File: src/rtl/uart_cmd_ctrl.sv
// UART command sequencer: parses W/R frames from the RX FIFO, runs them on a small register file
// and pushes one response byte per frame to the TX FIFO. Optional macro CMD_ECHO_EN echoes the
// command byte ahead of the response.
module uart_cmd_ctrl #(
    parameter int unsigned DATA_WIDTH     = 8,
    parameter int unsigned NUM_REGS       = 4,
    parameter int unsigned TIMEOUT_CYCLES = 50_000
) (
    input  logic                  clk_i,
    input  logic                  rst_ni,
    input  logic                  rx_empty_i,
    output logic                  rx_ren_o,
    input  logic [DATA_WIDTH-1:0] rx_data_i,
    input  logic                  tx_full_i,
    output logic                  tx_wen_o,
    output logic [DATA_WIDTH-1:0] tx_data_o,
    output logic [3:0]            led_o,
    output logic                  busy_o,
    output logic [7:0]            err_cnt_o
);

    localparam int unsigned IdxW = (NUM_REGS > 1) ? $clog2(NUM_REGS) : 1;
    localparam int unsigned TmoW = $clog2(TIMEOUT_CYCLES);

    localparam logic [TmoW-1:0]       TmoLast  = TmoW'(TIMEOUT_CYCLES - 1);
    localparam logic [DATA_WIDTH-1:0] NumRegsB = DATA_WIDTH'(NUM_REGS);
    localparam logic [DATA_WIDTH-1:0] ChW      = DATA_WIDTH'(8'h57);
    localparam logic [DATA_WIDTH-1:0] ChR      = DATA_WIDTH'(8'h52);
    localparam logic [DATA_WIDTH-1:0] ChK      = DATA_WIDTH'(8'h4B);
    localparam logic [DATA_WIDTH-1:0] ChE      = DATA_WIDTH'(8'h45);
    localparam logic [DATA_WIDTH-1:0] ChQ      = DATA_WIDTH'(8'h3F);

    typedef enum logic [2:0] {
        StCmd, StCmdWait, StAddr, StAddrWait, StData, StDataWait, StExec, StResp
    } state_e;

    state_e                state_q, state_d;
    logic [DATA_WIDTH-1:0] cmd_q, cmd_d;
    logic [DATA_WIDTH-1:0] addr_q, addr_d;
    logic [DATA_WIDTH-1:0] data_q, data_d;
    logic [DATA_WIDTH-1:0] resp_q, resp_d;
    logic [TmoW-1:0]       tmo_q, tmo_d;
    logic [7:0]            err_q;
    logic [DATA_WIDTH-1:0] regs_q [NUM_REGS];
    logic                  err_inc;
    logic                  reg_we;
    logic                  addr_ok;
    logic [DATA_WIDTH-1:0] rd_data;
`ifdef CMD_ECHO_EN
    logic                  echo_q, echo_d;
`endif

    // Full 8-bit compare; only in-range addresses ever reach the index mux.
    assign addr_ok = (addr_q < NumRegsB);
    assign rd_data = regs_q[addr_q[IdxW-1:0]];

    always_ff @(posedge clk_i or negedge rst_ni) begin
        if (!rst_ni) begin
            state_q <= StCmd;
        end else begin
            state_q <= state_d;
        end
    end

    always_comb begin
        state_d = state_q;
        cmd_d   = cmd_q;
        addr_d  = addr_q;
        data_d  = data_q;
        resp_d  = resp_q;
        tmo_d   = tmo_q;
        err_inc = 1'b0;
        reg_we  = 1'b0;
`ifdef CMD_ECHO_EN
        echo_d  = echo_q;
`endif
        unique case (state_q)
            StCmd: begin
                tmo_d = '0;
                if (!rx_empty_i) begin
                    state_d = StCmdWait;
                end
            end
            StCmdWait: begin
                cmd_d = rx_data_i;
                if (rx_data_i == ChW || rx_data_i == ChR) begin
                    state_d = StAddr;
                end else begin
                    resp_d  = ChQ;
                    err_inc = 1'b1;
                    state_d = StResp;
                end
            end
            StAddr, StData: begin
                if (!rx_empty_i) begin
                    tmo_d   = '0;
                    state_d = (state_q == StAddr) ? StAddrWait : StDataWait;
                end else if (tmo_q == TmoLast) begin
                    // Abort silently: no response, registers untouched.
                    tmo_d   = '0;
                    err_inc = 1'b1;
                    state_d = StCmd;
                end else begin
                    tmo_d = tmo_q + 1'b1;
                end
            end
            StAddrWait: begin
                addr_d  = rx_data_i;
                state_d = (cmd_q == ChW) ? StData : StExec;
            end
            StDataWait: begin
                data_d  = rx_data_i;
                state_d = StExec;
            end
            StExec: begin
                if (!addr_ok) begin
                    resp_d  = ChE;
                    err_inc = 1'b1;
                end else if (cmd_q == ChW) begin
                    reg_we = 1'b1;
                    resp_d = ChK;
                end else begin
                    resp_d = rd_data;
                end
                state_d = StResp;
            end
            StResp: begin
                if (!tx_full_i) begin
`ifdef CMD_ECHO_EN
                    echo_d = ~echo_q;
                    if (echo_q) begin
                        state_d = StCmd;
                    end
`else
                    state_d = StCmd;
`endif
                end
            end
            default: state_d = StCmd;
        endcase
    end

    always_comb begin
        rx_ren_o = 1'b0;
        tx_wen_o = 1'b0;
`ifdef CMD_ECHO_EN
        tx_data_o = echo_q ? resp_q : cmd_q;
`else
        tx_data_o = resp_q;
`endif
        unique case (state_q)
            StCmd, StAddr, StData: rx_ren_o = !rx_empty_i;
            StResp:                tx_wen_o = !tx_full_i;
            default:               ;
        endcase
    end

    always_ff @(posedge clk_i or negedge rst_ni) begin
        if (!rst_ni) begin
            cmd_q  <= '0;
            addr_q <= '0;
            data_q <= '0;
            resp_q <= '0;
            tmo_q  <= '0;
            err_q  <= '0;
`ifdef CMD_ECHO_EN
            echo_q <= 1'b0;
`endif
        end else begin
            cmd_q  <= cmd_d;
            addr_q <= addr_d;
            data_q <= data_d;
            resp_q <= resp_d;
            tmo_q  <= tmo_d;
            if (err_inc && err_q != 8'hFF) begin
                err_q <= err_q + 8'd1;
            end
`ifdef CMD_ECHO_EN
            echo_q <= echo_d;
`endif
        end
    end

    always_ff @(posedge clk_i or negedge rst_ni) begin
        if (!rst_ni) begin
            for (int i = 0; i < int'(NUM_REGS); i++) begin
                regs_q[i] <= '0;
            end
        end else if (reg_we) begin
            regs_q[addr_q[IdxW-1:0]] <= data_q;
        end
    end

    assign led_o     = regs_q[0][3:0];
    assign busy_o    = (state_q != StCmd);
    assign err_cnt_o = err_q;

endmodule

File: config.mk
export PLATFORM = sky130hd
export DESIGN_NAME = uart_cmd_ctrl
export DESIGN_NICKNAME = d
export VERILOG_FILES = /design/src/rtl/uart_cmd_ctrl.sv
export SDC_FILE = /design/constraint.sdc
export NUM_CORES = 1
export LEC_CHECK = 0
export BUFFER_PORTS_ARGS = -buffer_cell sky130_fd_sc_hd__buf_2
export CAP_MARGIN = 25
export CELL_PAD_IN_SITES_DETAIL_PLACEMENT = 1
export CELL_PAD_IN_SITES_GLOBAL_PLACEMENT = 2
export CORE_UTILIZATION = 33
export CTS_BUF_LIST = sky130_fd_sc_hd__clkbuf_16
export CTS_CLUSTER_SIZE = 16
export DETAILED_ROUTE_END_ITERATION = 10
export PLACE_DENSITY = 0.8
export SLEW_MARGIN = 20
export SYNTH_ARGS = -nofsm -noshare
export SYNTH_HDL_FRONTEND = slang
export SYNTH_SLANG_ARGS = --single-unit
File: constraint.sdc
create_clock -name clk_i -period 2.63 [get_ports clk_i]
set_clock_uncertainty 0.2 [all_clocks]
set_input_delay 0.263 -clock clk_i [delete_from_list [all_inputs] [get_ports clk_i]]
set_output_delay 0.263 -clock clk_i [all_outputs]
set_load 0.02 [all_outputs]
==> impl_metrics.toml, run 1 <==
[status]
status = "finished clean"

[layout]
finish.net_count = 409
area_growth_pct = 19.40
regArea_um2 = 2277
stdcell_count = 571
drive_above_1_share = 0.3584
fillers = 1365
final_common_cell = "dfrtp_1"
diodes = 0
final_cell_mix = "dfrtp_1, mux2_2, buf_2"
multi_input_area_um2 = 1926

[clocking]
htree_levels = 3
cts_made_buffers = 9
cts-resized-gates = 0
root_buffer = "clkbuf_16"
holdBufCountCts = 4
cts_tree = "built"
post_cts_buffers = 0
clk_pin_slew_worst_paths_ps = 60
cts_num_sinks = 91
insertion_delay_ps = 340
ctsLongestPathBuffers = 2

[hold_path]
hold_path_class = "primary input to flip-flop"

[placement]
port_buffers = 34
dp_cells = 552
dp_hpwl_um = 7223
place_congestion = 0.7763
place_ws_ps = 94.51

[timing]
drv_slew = 0
fmax_mhz = 394.8
setup_viol = 0
setup_ws_ps = 97.20
setup_tns_ps = 0
slew_headroom = 0.5719
grt_setup_unrepaired = "false"
post-route-period-util = 0.9630
hold_violations = 0
fin_crit_ps = 2533
worstMarginPinSlew_ps = 636.2
holdWs_ps = 14.67

[global_route]
antenna_found_initial = 0
grt_usage = 0.1663
grt_pass1_wl_um = 16810
grt_max_degree = 53
grt_overflow = 0
grt_pass1_vias = 3075

[synth]
yosys_warnings = 0
synth_cells = 342
synth-compound-area-share = 0.08217
synth_xor_area_frac = 0.01626
synth_top_area_cell = "dfrtp_1"
synth_area_um2 = 4309
async_reset_ff_frac = 1.000
synth_top_area_share = 0.5285
ys_top_cells_by_area = "dfrtp_1, mux2_2, mux4_2"
ys_seq_area_frac = 0.5285
ys_ff_latch = 91
synth_top_family_by_area = "multiplexers"
synth.area.mux_share = 0.2053
synth.distinct_cells = 56
synth_edf_count = 0
syn-num-nets = 356
synth_ff_type = "dfrtp_1"
avgSynthCellArea_um2 = 12.60
synth-simple-area-share = 0.1373
synthAdderAreaFrac = 0.005807

[die]
die_height_um = 116.3
die_area_um2 = 13520
fp.dieW_um = 116.3
io_pins = 35
start_util = 0.3401
core-area_um2 = 12670
rows = 41

[setup_path]
ff2ff_path_depth = 6
setup.worst_path.end_class = "flip-flop"
critPathRequiredTime_ps = 2660
cp-startpoint = "addr_q[6]"
start_kind = "flip-flop"
crit_fanout = 8
critical_path_class = "flip-flop to flip-flop"
regToRegStartpoint = "addr_q[6]"
rr_endpoint = "regs_q[6]"
endpoint = "regs_q[6]"
ff2ff_setup_slack_ps = 100
cp.arrival_ps = 2560

[detailed_routing]
drc = 0
drt_iter0_drc = 145
first_pass_iters = 4
wl_um = 10070
wl_per_cell_um = 17.63
drt.antenna.violating_nets = 0
viasPerCell = 5.123
num_vias = 2925

[pwr]
p_per_area_nw_per_um2 = 984.6
cellLeakagePower_nw = 2.282
peakVddDrop_v = 0.0004621

[flow_run]
drv_cap = 0
==> cell usage after synthesis (5+ instances only) <==
library cell	n
nand3_1	9
mux2_2	49
nor2_1	15
xor2_1	7
clkbuf_1	6
mux4_2	8
nor3_1	8
a21oi_1	11
inv_1	5
mux2_4	8
nand2_1	23
dfrtp_1	91
o21ai_0	17
==> cells by family (layout without fill, tap and decap cells) <==
logic type,after synthesis,after routing
simple gates,99,99
xor+xnor,8,8
compound gates,54,54
fa+ha+maj,2,2
buf+inv,20,77
flops,91,91
mux,68,68
==> where the power goes <==
part	switching [mW]	internal (mW)
combinational	0.837	0.692
sequential	0.333	1.73
clock	0.550	0.926
total	1.72	3.35
==> worst max-delay path, cell delays in order (launching register included) <==
cell	delay (ps)
dfrtp_1	400
nor4_4	310
nand2_2	90
or4_4	590
or3_1	330
buf_4	190
mux2_4	310
==> metrics by stage <==
step / total power [mW] / utilization / area [µm²]
floorplan: 3.065 / - / 4309
global placement: 3.566 / 0.3760 / 4765
detailed placement: 3.631 / 0.3760 / 4765
CTS: 5.142 / 0.4060 / 5145
global route: 5.366 / 0.4060 / 5145
finish: 5.066 / 0.4060 / 5145
==> area by class of cell <==
type	count	area share
clock buffer	9	0.04377
clock inverter	6	0.02237
inverter	5	0.003648
multi-input combinational	231	0.3743
sequential	91	0.4426
tap	172	0.04183
timing repair buffer	57	0.07150
==> state kept, by name, indices dropped and copies added, names as in the netlist <==
name / flops
regs_q: 28
addr_q: 8
cmd_q: 8
data_q: 8
tmo_q: 16
err_cnt_o: 8
tx_data_o: 8
state_q: 3
led_o: 4
==> how the worst min path moves through the flow <==
stage / from / endpoint / slack, ps / depth (start not counted)
finish: rx_data_i[0] / data_q[0] / 10 / 2
global placement: rst_ni / tx_data_o[3] / 80 / 1
global route: rx_data_i[5] / data_q[5] / 8 / 2
detailed placement: rst_ni / tx_data_o[3] / 90 / 1
floorplan: rst_ni / addr_q[0] / -230 / 0
CTS: rx_data_i[5] / data_q[5] / 2 / 2
==> routing by layer <==
| layer | vias up | share of wire | track usage |
|---|---|---|---|
| li1 | 1359 | - | - |
| met1 | 1516 | 0.47 | 0.2200 |
| met2 | 40 | 0.48 | 0.2655 |
| met3 | 10 | 0.032 | 0.03477 |
| met4 | 0 | 0.016 | 0.06923 |
| met5 | - | 0 | 0 |
Power figures use the tool's default switching activity.
==> run 2: changes to the inputs <==
==> constraint.sdc (replaced) <==
create_clock -name clk_i -period 2.2 [get_ports clk_i]
set_clock_uncertainty 0.2 [all_clocks]
set_input_delay 0.22 -clock clk_i [delete_from_list [all_inputs] [get_ports clk_i]]
set_output_delay 0.22 -clock clk_i [all_outputs]
set_load 0.02 [all_outputs]
==> run 2 against run 1 <==
Effect of this change: critical endpoint is now regs_q[0]; first-iteration DRC count grew 18%; non-clock buffer count increased by 39; the run now ends with negative setup slack left; sequential share of layout area fell by 4.3 points; power up 22%; critical path depth unchanged; worst setup slack got worse by 240 ps; sequential power increased by 20%; critical path type unchanged; global-route usage grew 1.3 points; largest power group unchanged; wire length up 12%; die area stayed put; count of clock-buffer cells in the layout is the same.
==> impl_metrics.toml, run 2 (synthesized netlist as in run 1, its figures left out) <==
[status]
status = "finished with violations"
violations = "negative setup slack"

[setup_path]
cp.arrival_ps = 2370
crit_buf_inv = 1
cp_top_family = "simple AND/OR/NAND/NOR gates"
regToRegStartpoint = "addr_q[6]"
cpMaxStageDelayCell = "or4_4"
cp_cell_sequence = "nor4_4, nand2_2, or4_4, or3_4, buf_6, mux2_4"
crit_fanout = 4
critPathRequiredTime_ps = 2230
setup.worst_path.end_class = "flip-flop"
start_kind = "flip-flop"
crit_path_max_incr_delay_ps = 430
critical_path_class = "flip-flop to flip-flop"
cp-startpoint = "addr_q[6]"

[pwr]
peakVddDrop_v = 0.0004103
cellLeakagePower_nw = 2.535
p_per_area_nw_per_um2 = 1086

[detailed_routing]
num_vias = 3068
drt.antenna.violating_nets = 0
wl_um = 11260
drt_iter0_drc = 171
viasPerCell = 5.046
first_pass_iters = 4
wl_per_cell_um = 18.52
drc = 0

[timing]
slew_headroom = 0.7161
hold_violations = 0
setup_viol = 34
worstMarginPinSlew_ps = 425.9
post-route-period-util = 1.064
fin_crit_ps = 2340
setup_tns_ps = -3324
grt_setup_unrepaired = "true"
fmax_mhz = 427.3
drv_slew = 0
setup_ws_ps = -140.1

[layout]
diodes = 0
multi_input_area_um2 = 2185
final_common_cell = "dfrtp_1"
utilization = 0.4493
largest_register_ffs = 28
fillers = 1356
finish.net_count = 448
regArea_um2 = 2277
biggestRegsByFlops = "regs_q x28, tmo_q x16"
top_register = "regs_q"
final_cell_mix = "dfrtp_1, buf_4, mux2_4"
area_growth_pct = 32.11
drive_above_1_share = 0.4679

[global_route]
grt_overflow = 0
grt_pass1_vias = 3293
grt_usage = 0.1795
antenna_found_initial = 0
grt_pass1_wl_um = 18020
grt_max_degree = 44

[clocking]
ctsLongestPathBuffers = 2
clk_pin_slew_worst_paths_ps = 60
htree_levels = 3
root_buffer = "clkbuf_16"
cts_tree = "built"
cts_num_sinks = 91
insertion_delay_ps = 350
cts_made_buffers = 9

[hold_path]
worstHoldStart = "rx_data_i[0]"
hold_path_class = "primary input to flip-flop"

[die]
start_util = 0.3401
fp.dieW_um = 116.3
io_pins = 35
die_height_um = 116.3
core-area_um2 = 12670
die_area_um2 = 13520
rows = 41

[placement]
place_ws_ps = -207.1
dp_hpwl_um = 8074
port_buffers = 34
place_congestion = 0.7625

[flow_run]
drv_cap = 0
## run 2: cell count changes in the layout (fill, tap and decap cells not counted), sizes merged
cell,change
dlygate4sd3,+1
inv,+1
clkinv,-1
bufinv,-2
buf,+38
## run 2: layout make-up
class                      instances  area share
clock inverter                     4    0.008132
multi-input combinational        231      0.3837
timing repair buffer              96      0.1275
inverter                           5    0.003297
clock buffer                       9     0.03956
tap                              172     0.03780
sequential                        91      0.4000
## run 2: path summary, 6_finish.rpt
kind                                end  slack, ps  depth (start not counted)
min                            cmd_q[0]          8                          2
max in group asynchronous      tmo_q[0]       1010                          3
max                           regs_q[0]       -140                          6
max reg2reg                   regs_q[0]       -140                          6
min reg2reg                tx_data_o[3]        280                          1
min in group asynchronous    regs_q[18]        120                          2
## run 2: routing by layer
metal,track usage,vias to the layer above,part of all wire
li1,-,1437,-
met1,0.2462,1588,0.47
met2,0.2836,33,0.49
met3,0.03373,10,0.021
met4,0.06410,0,0.013
met5,0,-,0
## run 2: power by group
part | switching (mW) | leakage (nW) | total, mW | internal (mW)
Sequential | 0.412 | 1.17 | 2.48 | 2.07
Clock | 0.611 | 0.134 | 1.47 | 0.854
Combinational | 1.18 | 1.23 | 2.24 | 1.06
Total | 2.20 | 2.53 | 6.18 | 3.98
## run 2: stage by stage
step / cells / hold slack, ps / instance area [µm²] / power (mW)
floorplan: 342 / -275.6 / 4397 / 3.679
global placement: 584 / -52.91 / 5117 / 4.425
detailed placement: 584 / -45.05 / 5117 / 4.528
CTS: 605 / 1.151 / 5587 / 6.173
global route: 608 / 10.39 / 5693 / 6.571
finish: 608 / 7.858 / 5693 / 6.180
## run 2: repair_timing
item | 4_1_cts | 5_1_grt
buffers inserted | 3 | 4
endpoints found under the hold margin | 78 | 0
hold buffers | 5 | 0
gates resized for setup | 37 | 20
endpoints found under the setup margin | 56 | 58
pin swaps | 14 | 14
